===== src/rtl/operand_fetch_pkg.sv =====
// Shared widths and handshake constants for the operand-fetch stage.
`ifndef OPERAND_FETCH_DEFINES
`define OPERAND_FETCH_DEFINES
`define BIT_DATA 8
`define OFF 1'b0
`define HS_VALID 1'b1
`define HS_IDLE 1'b0
`endif

package operand_fetch_pkg;

  localparam int DEF_BIT = `BIT_DATA;
  localparam int DEF_SZB = 4;
  localparam int DEF_TAG = 4;

endpackage


===== src/rtl/operand_fetch_bypass.sv =====
// Per-operand forwarding: covers the file's registered-read blind spot and
// keeps the S1 capture and S2 hold values current with write-backs.
module operand_bypass
  import operand_fetch_pkg::*;
#(
  parameter int BIT = DEF_BIT,
  parameter int SZB = DEF_SZB
) (
  input  logic           clock,
  input  logic           reset,
  input  logic [SZB-1:0] rf_addr_i,
  input  logic [SZB-1:0] s1_addr_i,
  input  logic [SZB-1:0] s2_addr_i,
  input  logic           wb_valid_i,
  input  logic [SZB-1:0] wb_addr_i,
  input  logic [BIT-1:0] wb_data_i,
  input  logic [BIT-1:0] rf_data_i,
  input  logic           xfer_i,
  input  logic           hold_i,
  input  logic [BIT-1:0] op_q_i,
  output logic [BIT-1:0] op_d_o
);

  logic           fwd_hit_q;
  logic [BIT-1:0] fwd_data_q;
  logic           fwd_hit_d;
  logic [BIT-1:0] eff_s;

  assign fwd_hit_d = wb_valid_i && (wb_addr_i == rf_addr_i);

  // Forward register: remembers a write the file did not see on this read.
  always_ff @(posedge clock) begin
    if (!reset) begin
      fwd_hit_q  <= `OFF;
      fwd_data_q <= {BIT{1'b0}};
    end else begin
      fwd_hit_q  <= fwd_hit_d;
      fwd_data_q <= wb_data_i;
    end
  end

  // Operand next value: capture on transfer, patch while held, else keep.
  always_comb begin
    eff_s  = fwd_hit_q ? fwd_data_q : rf_data_i;
    op_d_o = op_q_i;
    if (xfer_i) begin
      if (wb_valid_i && (wb_addr_i == s1_addr_i)) begin
        op_d_o = wb_data_i;
      end else begin
        op_d_o = eff_s;
      end
    end else if (hold_i && wb_valid_i && (wb_addr_i == s2_addr_i)) begin
      op_d_o = wb_data_i;
    end else begin
      op_d_o = op_q_i;
    end
  end

endmodule


===== src/rtl/operand_fetch.sv =====
// Two-stage operand fetch in front of a 2R/1W registered register file:
// S1 waits on the read, S2 is the output register.
module operand_fetch
  import operand_fetch_pkg::*;
#(
  parameter int BIT = `BIT_DATA,
  parameter int SZB = DEF_SZB,
  parameter int TAG = DEF_TAG
) (
  input  logic           clock,
  input  logic           reset,
  input  logic           in_valid,
  output logic           in_ready,
  input  logic [SZB-1:0] in_rs0,
  input  logic [SZB-1:0] in_rs1,
  input  logic [SZB-1:0] in_rd,
  input  logic [TAG-1:0] in_tag,
  output logic [SZB-1:0] rf_addr_rs0,
  output logic [SZB-1:0] rf_addr_rs1,
  input  logic [BIT-1:0] rf_rs0,
  input  logic [BIT-1:0] rf_rs1,
  output logic           rf_we,
  output logic [SZB-1:0] rf_addr_rd,
  output logic [BIT-1:0] rf_rd,
  input  logic           wb_valid,
  input  logic [SZB-1:0] wb_addr,
  input  logic [BIT-1:0] wb_data,
  output logic           out_valid,
  input  logic           out_ready,
  output logic [BIT-1:0] out_op0,
  output logic [BIT-1:0] out_op1,
  output logic [SZB-1:0] out_rd,
  output logic [TAG-1:0] out_tag
);

  logic           s1_valid_q, s1_valid_d;
  logic [SZB-1:0] s1_rs0_q, s1_rs1_q, s1_rd_q;
  logic [TAG-1:0] s1_tag_q;
  logic           out_valid_q, out_valid_d;
  logic [SZB-1:0] s2_rs0_q, s2_rs1_q, s2_rd_q;
  logic [TAG-1:0] s2_tag_q;
  logic [BIT-1:0] op0_q, op1_q, op0_d, op1_d;
  logic           s2_accept_s, issue_s, xfer_s, hold_s;

  assign s2_accept_s = !out_valid_q || out_ready;
  assign in_ready    = reset && (!s1_valid_q || s2_accept_s);
  assign issue_s     = in_valid && in_ready;
  assign xfer_s      = s1_valid_q && s2_accept_s;
  assign hold_s      = out_valid_q && !out_ready;

  assign rf_we      = reset && wb_valid;
  assign rf_addr_rd = wb_addr;
  assign rf_rd      = wb_data;

  assign out_valid = out_valid_q;
  assign out_op0   = op0_q;
  assign out_op1   = op1_q;
  assign out_rd    = s2_rd_q;
  assign out_tag   = s2_tag_q;

  // Read address mux: a stalled S1 keeps re-reading so its data stays fresh.
  always_comb begin
    rf_addr_rs0 = {SZB{1'b0}};
    rf_addr_rs1 = {SZB{1'b0}};
    if (issue_s) begin
      rf_addr_rs0 = in_rs0;
      rf_addr_rs1 = in_rs1;
    end else if (s1_valid_q) begin
      rf_addr_rs0 = s1_rs0_q;
      rf_addr_rs1 = s1_rs1_q;
    end else begin
      rf_addr_rs0 = {SZB{1'b0}};
      rf_addr_rs1 = {SZB{1'b0}};
    end
  end

  // Stage valid next-state.
  always_comb begin
    s1_valid_d  = s1_valid_q;
    out_valid_d = out_valid_q;
    if (issue_s) begin
      s1_valid_d = `HS_VALID;
    end else if (xfer_s) begin
      s1_valid_d = `HS_IDLE;
    end else begin
      s1_valid_d = s1_valid_q;
    end
    if (xfer_s) begin
      out_valid_d = `HS_VALID;
    end else if (out_valid_q && out_ready) begin
      out_valid_d = `HS_IDLE;
    end else begin
      out_valid_d = out_valid_q;
    end
  end

  operand_bypass #(.BIT(BIT), .SZB(SZB)) u_bypass0 (
    .clock(clock), .reset(reset), .rf_addr_i(rf_addr_rs0), .s1_addr_i(s1_rs0_q),
    .s2_addr_i(s2_rs0_q), .wb_valid_i(wb_valid), .wb_addr_i(wb_addr),
    .wb_data_i(wb_data), .rf_data_i(rf_rs0), .xfer_i(xfer_s), .hold_i(hold_s),
    .op_q_i(op0_q), .op_d_o(op0_d)
  );

  operand_bypass #(.BIT(BIT), .SZB(SZB)) u_bypass1 (
    .clock(clock), .reset(reset), .rf_addr_i(rf_addr_rs1), .s1_addr_i(s1_rs1_q),
    .s2_addr_i(s2_rs1_q), .wb_valid_i(wb_valid), .wb_addr_i(wb_addr),
    .wb_data_i(wb_data), .rf_data_i(rf_rs1), .xfer_i(xfer_s), .hold_i(hold_s),
    .op_q_i(op1_q), .op_d_o(op1_d)
  );

  // Pipeline registers; reset drops any in-flight request.
  always_ff @(posedge clock) begin
    if (!reset) begin
      s1_valid_q  <= `OFF;
      s1_rs0_q    <= {SZB{1'b0}};
      s1_rs1_q    <= {SZB{1'b0}};
      s1_rd_q     <= {SZB{1'b0}};
      s1_tag_q    <= {TAG{1'b0}};
      out_valid_q <= `OFF;
      s2_rs0_q    <= {SZB{1'b0}};
      s2_rs1_q    <= {SZB{1'b0}};
      s2_rd_q     <= {SZB{1'b0}};
      s2_tag_q    <= {TAG{1'b0}};
      op0_q       <= {BIT{1'b0}};
      op1_q       <= {BIT{1'b0}};
    end else begin
      s1_valid_q  <= s1_valid_d;
      out_valid_q <= out_valid_d;
      op0_q       <= op0_d;
      op1_q       <= op1_d;
      if (issue_s) begin
        s1_rs0_q <= in_rs0;
        s1_rs1_q <= in_rs1;
        s1_rd_q  <= in_rd;
        s1_tag_q <= in_tag;
      end
      if (xfer_s) begin
        s2_rs0_q <= s1_rs0_q;
        s2_rs1_q <= s1_rs1_q;
        s2_rd_q  <= s1_rd_q;
        s2_tag_q <= s1_tag_q;
      end
    end
  end

endmodule

===== config.mk =====
export PLATFORM = sky130hd
export DESIGN_NAME = operand_fetch
export DESIGN_NICKNAME = d
export VERILOG_FILES = /design/src/rtl/operand_fetch_pkg.sv /design/src/rtl/operand_fetch_bypass.sv /design/src/rtl/operand_fetch.sv
export SDC_FILE = /design/constraint.sdc
export NUM_CORES = 1
export LEC_CHECK = 0
export CORE_UTILIZATION = 48
export CTS_CLUSTER_SIZE = 40
export DETAILED_ROUTE_END_ITERATION = 10
export PLACE_DENSITY = 0.81
export SETUP_SLACK_MARGIN = 0.3
export SYNTH_ARGS = -nofsm -noshare
export SYNTH_HDL_FRONTEND = slang
export SYNTH_SLANG_ARGS = --single-unit

===== constraint.sdc =====
create_clock -name clock -period 2.45 [get_ports clock]
set_input_delay 0.245 -clock clock [delete_from_list [all_inputs] [get_ports clock]]
set_output_delay 0.245 -clock clock [all_outputs]
set_load 0.1 [all_outputs]

==> results_dict.tcl, run 1 <==
set metrics [dict create \
    grt_pass1_wl_um 11900 \
    routed_wl_um 7490 \
    cts.sinks 60 \
    clk_pin_slew_worst_paths_ns 0.07 \
    post-synth-top-count-cell "nand2_1" \
    synth_top_cell_by_area "dfxtp_1" \
    area_growth_pct 40.7 \
    ys_ff_latch 60 \
    synth_cell_types 36 \
    die_h_um 80.5 \
    syn_inst 313 \
    syn_nets 362 \
    ant_nets 0 \
    cp.arrival_ns 1.79 \
    floorplan.initialDensity_pct 50.0 \
    dp_hpwl_um 5410 \
    finalPower_mw 2.66 \
    crit_path_end_kind "primary output" \
    n_antenna_cell 0 \
    drcViolationCount 0 \
    fillCellCount 476 \
    placed_cell_area_mm2 0.00395 \
    coreArea_mm2 0.00592 \
    grt_pass1_vias 2462 \
    wire_per_inst_um 15.6 \
    grt-ovfl-total 0 \
    crit_type "input pin to primary output" \
    setup_viol 0 \
    cts_max_level 3 \
    drt-vias-per-instance 5.22 \
    critPathMaxStageDelay_ns 0.61 \
    grt_setup_unrepaired "no" \
    synth_xor_area_share_pct 7.91 \
    finClkSkew_ns 0.00918 \
    placementRows 28 \
    cts_buffers 9 \
    cellPowerDensity_mw_per_mm2 639 \
    avgSynthCellArea_um2 9.45 \
    drv_slew 0 \
    synth_mux_area_share_pct 11.5 \
    min_period_ns 2.03 \
    cp-start-kind "input pin" \
    hp-start "in_rd[0]" \
    die-area_mm2 0.00648 \
    ios 96 \
    min_path_type "input pin to register" \
    yosys.area_share.simple_pct 17.0 \
    drive_above_1_share_pct 26.2 \
    vias 2502 \
    syn-cell-area_mm2 0.00296 \
    critPathRequiredTime_ns 2.20 \
    port_buffers 95 \
    r2r-end "u_bypass1.fwd_hit_q" \
    synthAdderAreaFrac_pct 0 \
    utilization_pct 70.3 \
    fp.dieW_um 80.5 \
    clk_latency_ns 0.34 \
    r2r-start "s1_valid_q" \
    maxCapViolations 0 \
    cts_buffer_depth 2 \
    synthFlopType "dfxtp_1" \
    cts-root-buf "clkbuf_8" \
    place_inst 463 \
    status "finished, final reports clean" \
    slowest_stage "clkdlybuf4s50_1" \
    setup_tns_ns 0 \
    yosys.area.top_type_share_pct 40.6 \
    hold_end "s1_rd_q[0]" \
    worst_pin_slew_ns 0.718 \
    min_path_cells 3 \
    fin_crit_sh_pct 82.9 \
    antenna_found_initial 0 \
    yosys_warnings 0 \
    first_pass_iters 4 \
    cts_hold_buffers 0 \
    drtIter0Drc 77 \
    cts_tree "built" \
    synth_edf_count 0 \
    preCtsSetupSlack_ns 0.234 \
    fmax_mhz 492 \
    final_cells 479 \
    path_cells "clkdlybuf4s50_1 -> nand2_1 -> o21a_1 -> a22o_2 -> buf_12" \
    async_flop_share_pct 0 \
    p_leak_nw 1.73 \
    design_area_mm2 0.00416 \
    fin_hold_ws_ns 0.438 \
    grt_max_degree 42 \
    cp_max_fo 9 \
    ir_drop_v 0.000510 \
    routabilityCongestion 0.817 \
    synthTopCellsByCount "nand2_1 (72), dfxtp_1 (60), mux2_2 (16), mux2i_1 (16), o2bb2ai_1 (16)" \
    relSlewSlack_pct 51.8 \
    synth_compound_area_share_pct 16.2 \
    reg2reg_depth 5 \
    layout.nets 448 \
    rrSetupSlack_ns 0.59 \
    ys_seq_area_share_pct 40.6 \
    grt.total_usage_pct 24.7 \
    synthTopCellsByArea "dfxtp_1 (41%), nand2_1 (9.1%), mux2_2 (6.1%), mux2i_1 (5.4%), o2bb2ai_1 (4.7%)" \
    synth_top_family_by_area "simple AND/OR/NAND/NOR gates" \
    hold_viol_final 0 \
    fin_ws_ns 0.418 \
]
[power by group]
part	switching (mW)	internal [mW]	total (mW)	leakage, nW
registers	0.0356	1.02	1.06	0.492
logic	0.452	0.243	0.696	1.14
clock network	0.385	0.522	0.907	0.102
total	0.873	1.79	2.66	1.73
[worst max-delay path, delay by kind of cell]
kind	cells	cell delay, ns
compound gates	2	0.55
buf+inv	2	0.78
simple gates	1	0.20
[cell families (layout without fill, tap and decap cells)]
logic type,after synthesis,count (layout)
AND/OR/NAND/NOR,111,111
flip-flops,60,60
AO/OA/AOI/OAI,57,57
multiplexers,32,32
buffers and inverters,31,122
XOR/XNOR,22,22
[flip-flops by register name, summed over array words and instances, names as in the netlist, 4 cells and up]
| signal | flops |
|---|---|
| s1_rs1_q | 4 |
| s1_rd_q | 4 |
| s2_rs1_q | 4 |
| out_rd | 4 |
| s1_rs0_q | 4 |
| out_op0 | 8 |
| u_bypass0.fwd_data_q | 8 |
| out_op1 | 8 |
| out_tag | 4 |
| s1_tag_q | 4 |
| s2_rs0_q | 4 |
[how the worst max path moves through the flow]
stage                     slack (ns)       start                  end
after global placement          0.25       reset  u_bypass1.fwd_hit_q
final                           0.42       reset       rf_addr_rs1[0]
after global routing            0.36       reset       rf_addr_rs0[0]
after CTS                       0.41       reset       rf_addr_rs1[3]
after detailed placement        0.23  wb_addr[0]           out_op0[0]
after floorplan                 0.31   out_valid  u_bypass0.fwd_hit_q
[layout by cell type, fill, tap and decap left out, drive strengths merged, types with 2 or more instances in the layout]
cell,count
clkbuf,12
and2,10
xor2,14
nand2,72
nor4,3
and3,2
o2bb2ai,16
nor2,4
a21boi,24
a21oi,2
clkinv,2
o21a,3
o41ai,2
xnor2,8
buf,57
nor2b,2
or3,2
nand3,12
mux2i,16
dfxtp,60
o211ai,2
a22o,4
clkdlybuf4s50,48
o21ai,4
mux2,16
[per-layer routing]
layer,track usage (%),wire (um)
met4,10.4,111
met2,40.9,3670
met1,29.9,3210
met3,6.93,496
met5,0,0
[repair_timing]
item / CTS / global route
hold endpoints to repair: 0 / 0
endpoints found under the setup margin: 0 / 2
resized for setup: 0 / 1
setup buffers: 0 / 0
[layout make-up]
class / count / area [um2] / share of cell area [%]
Multi-Input combinational cell: 222 / 1590 / 38.2
Sequential cell: 60 / 1200 / 28.9
Timing Repair Buffer: 105 / 1070 / 25.7
Clock buffer: 12 / 155 / 3.73
Tap cell: 75 / 93.8 / 2.25
Clock inverter: 4 / 47.5 / 1.14
Inverter: 1 / 3.75 / 0.0902
Power figures use the tool's default switching activity.
==> run 2, diff against run 1 <==
Settings changed: CORE_UTILIZATION 48 to 42, PLACE_DENSITY 0.81 to 0.75.
Clock period 2.45 ns to 1.6 ns, I/O delays scaled along.
==> results_dict.tcl, run 2 (synthesized netlist as in run 1, its figures left out) <==
set metrics [dict create \
    ios 96 \
    crit_path_end_kind "primary output" \
    cts_hold_buffers 0 \
    first_pass_iters 6 \
    status "complete, but fails checks" \
    drive_above_1_share_pct 46.1 \
    floorplan.initialDensity_pct 43.5 \
    routabilityCongestion 0.839 \
    cp_max_fo 4 \
    p_leak_nw 2.31 \
    port_buffers 95 \
    placementRows 30 \
    clk_pin_slew_worst_paths_ns 0.07 \
    cts_buffers 9 \
    drt-vias-per-instance 5.25 \
    drv_slew 0 \
    grt-ovfl-total 0 \
    maxCapViolations 0 \
    cts-root-buf "clkbuf_8" \
    routed_wl_um 10100 \
    final_common_cell "nand2_1" \
    layout.nets 504 \
    critPathRequiredTime_ns 1.44 \
    fin_ws_ns -0.230 \
    n_antenna_cell 0 \
    grt_setup_unrepaired "yes" \
    cts_tree "built" \
    worst_pin_slew_ns 0.516 \
    die-area_mm2 0.00738 \
    die_h_um 85.9 \
    antenna_found_initial 0 \
    cts_buffer_depth 2 \
    grt_pass1_vias 2884 \
    grt.total_usage_pct 26.2 \
    dp_hpwl_um 6350 \
    fmax_mhz 547 \
    min_path_type "input pin to register" \
    grt_pass1_wl_um 14700 \
    finClkSkew_ns 0.00784 \
    relSlewSlack_pct 65.6 \
    setup_viol 28 \
    cellPowerDensity_mw_per_mm2 810 \
    cts.sinks 60 \
    fp.dieW_um 85.9 \
    path_cells "nor2b_4 -> buf_6 -> o211ai_1 -> buf_4 -> nand2_4 -> buf_12" \
    cts_max_level 3 \
    ant_nets 0 \
    hold_viol_final 0 \
    preCtsSetupSlack_ns -0.472 \
    ir_drop_v 0.000567 \
    grt_max_degree 18 \
    coreArea_mm2 0.00679 \
    cp.arrival_ns 1.67 \
    fin_crit_sh_pct 114 \
    wire_per_inst_um 18.2 \
    violations "negative setup slack" \
    utilization_pct 81.3 \
    vias 2921 \
    drcViolationCount 0 \
    finalPower_mw 4.47 \
    critPathMaxStageDelay_ns 0.35 \
    min_period_ns 1.83 \
    cp-start-kind "register" \
    clk_latency_ns 0.34 \
    drtIter0Drc 140 \
    area_growth_pct 86.6 \
    final_cell_mix "nand2_1 (56), dfxtp_1 (53), buf_12 (52)" \
    crit_type "register to primary output" \
    slowest_stage "dfxtp_4" \
]
[run 2: area by class of cell]
type	instances	area, um2
timing repair buffer	161	2100
multi-input combinational	222	1870
fill	373	1270
sequential	60	1220
clock buffer	11	151
tap	96	120
clock inverter	5	50.0
inverter	1	3.75
[run 2: layer usage]
metal	GRT usage (%)	part of all wire, %
met1	30.3	40
met4	7.88	1.7
met3	7.03	6.5
met5	0	0
met2	47.2	52
[run 2: stage by stage]
stage               std cells  hold slack, ns  area [um2]  setup TNS, ns
finish                    556           0.302        5520          -2.17
global route              556           0.299        5520          -4.31
CTS                       550           0.272        5360          -1.33
detailed placement        520           0.446        4850          -9.38
global placement          520           0.440        4850          -7.31
floorplan                 313           0.259        3160         -0.458
[run 2: repair_timing]
item                                    in CTS  in global routing
gates cloned                                 3                  0
gates resized for setup                     50                 27
pin swaps                                   25                 17
endpoints found under the setup margin      59                 47
setup buffers                               11                  6
[run 2: critical path, delay by kind of cell (launching register included)]
kind,cells,cell delay (ns)
and+or+nand+nor,2,0.19
buffers and inverters,3,0.47
AOI/OAI and AO/OA,1,0.31
DFF,1,0.35
[run 2: worst paths after layout]
| path | from | to | slack, ns | depth (start not counted) |
|---|---|---|---|---|
| worst max-delay path | out_valid | rf_addr_rs0[2] | -0.23 | 6 |
| worst min-delay path | in_valid | s1_valid_q | 0.30 | 2 |
| worst max register to register | out_valid | u_bypass0.fwd_hit_q | -0.13 | 7 |
| worst min register to register | s1_rd_q[1] | out_rd[1] | 0.46 | 2 |
[run 2: power by group]
group | switching, mW | total (mW) | internal, mW | leakage, nW
Sequential | 0.0722 | 1.64 | 1.56 | 0.495
Clock | 0.617 | 1.41 | 0.793 | 0.109
Combinational | 0.797 | 1.43 | 0.631 | 1.71
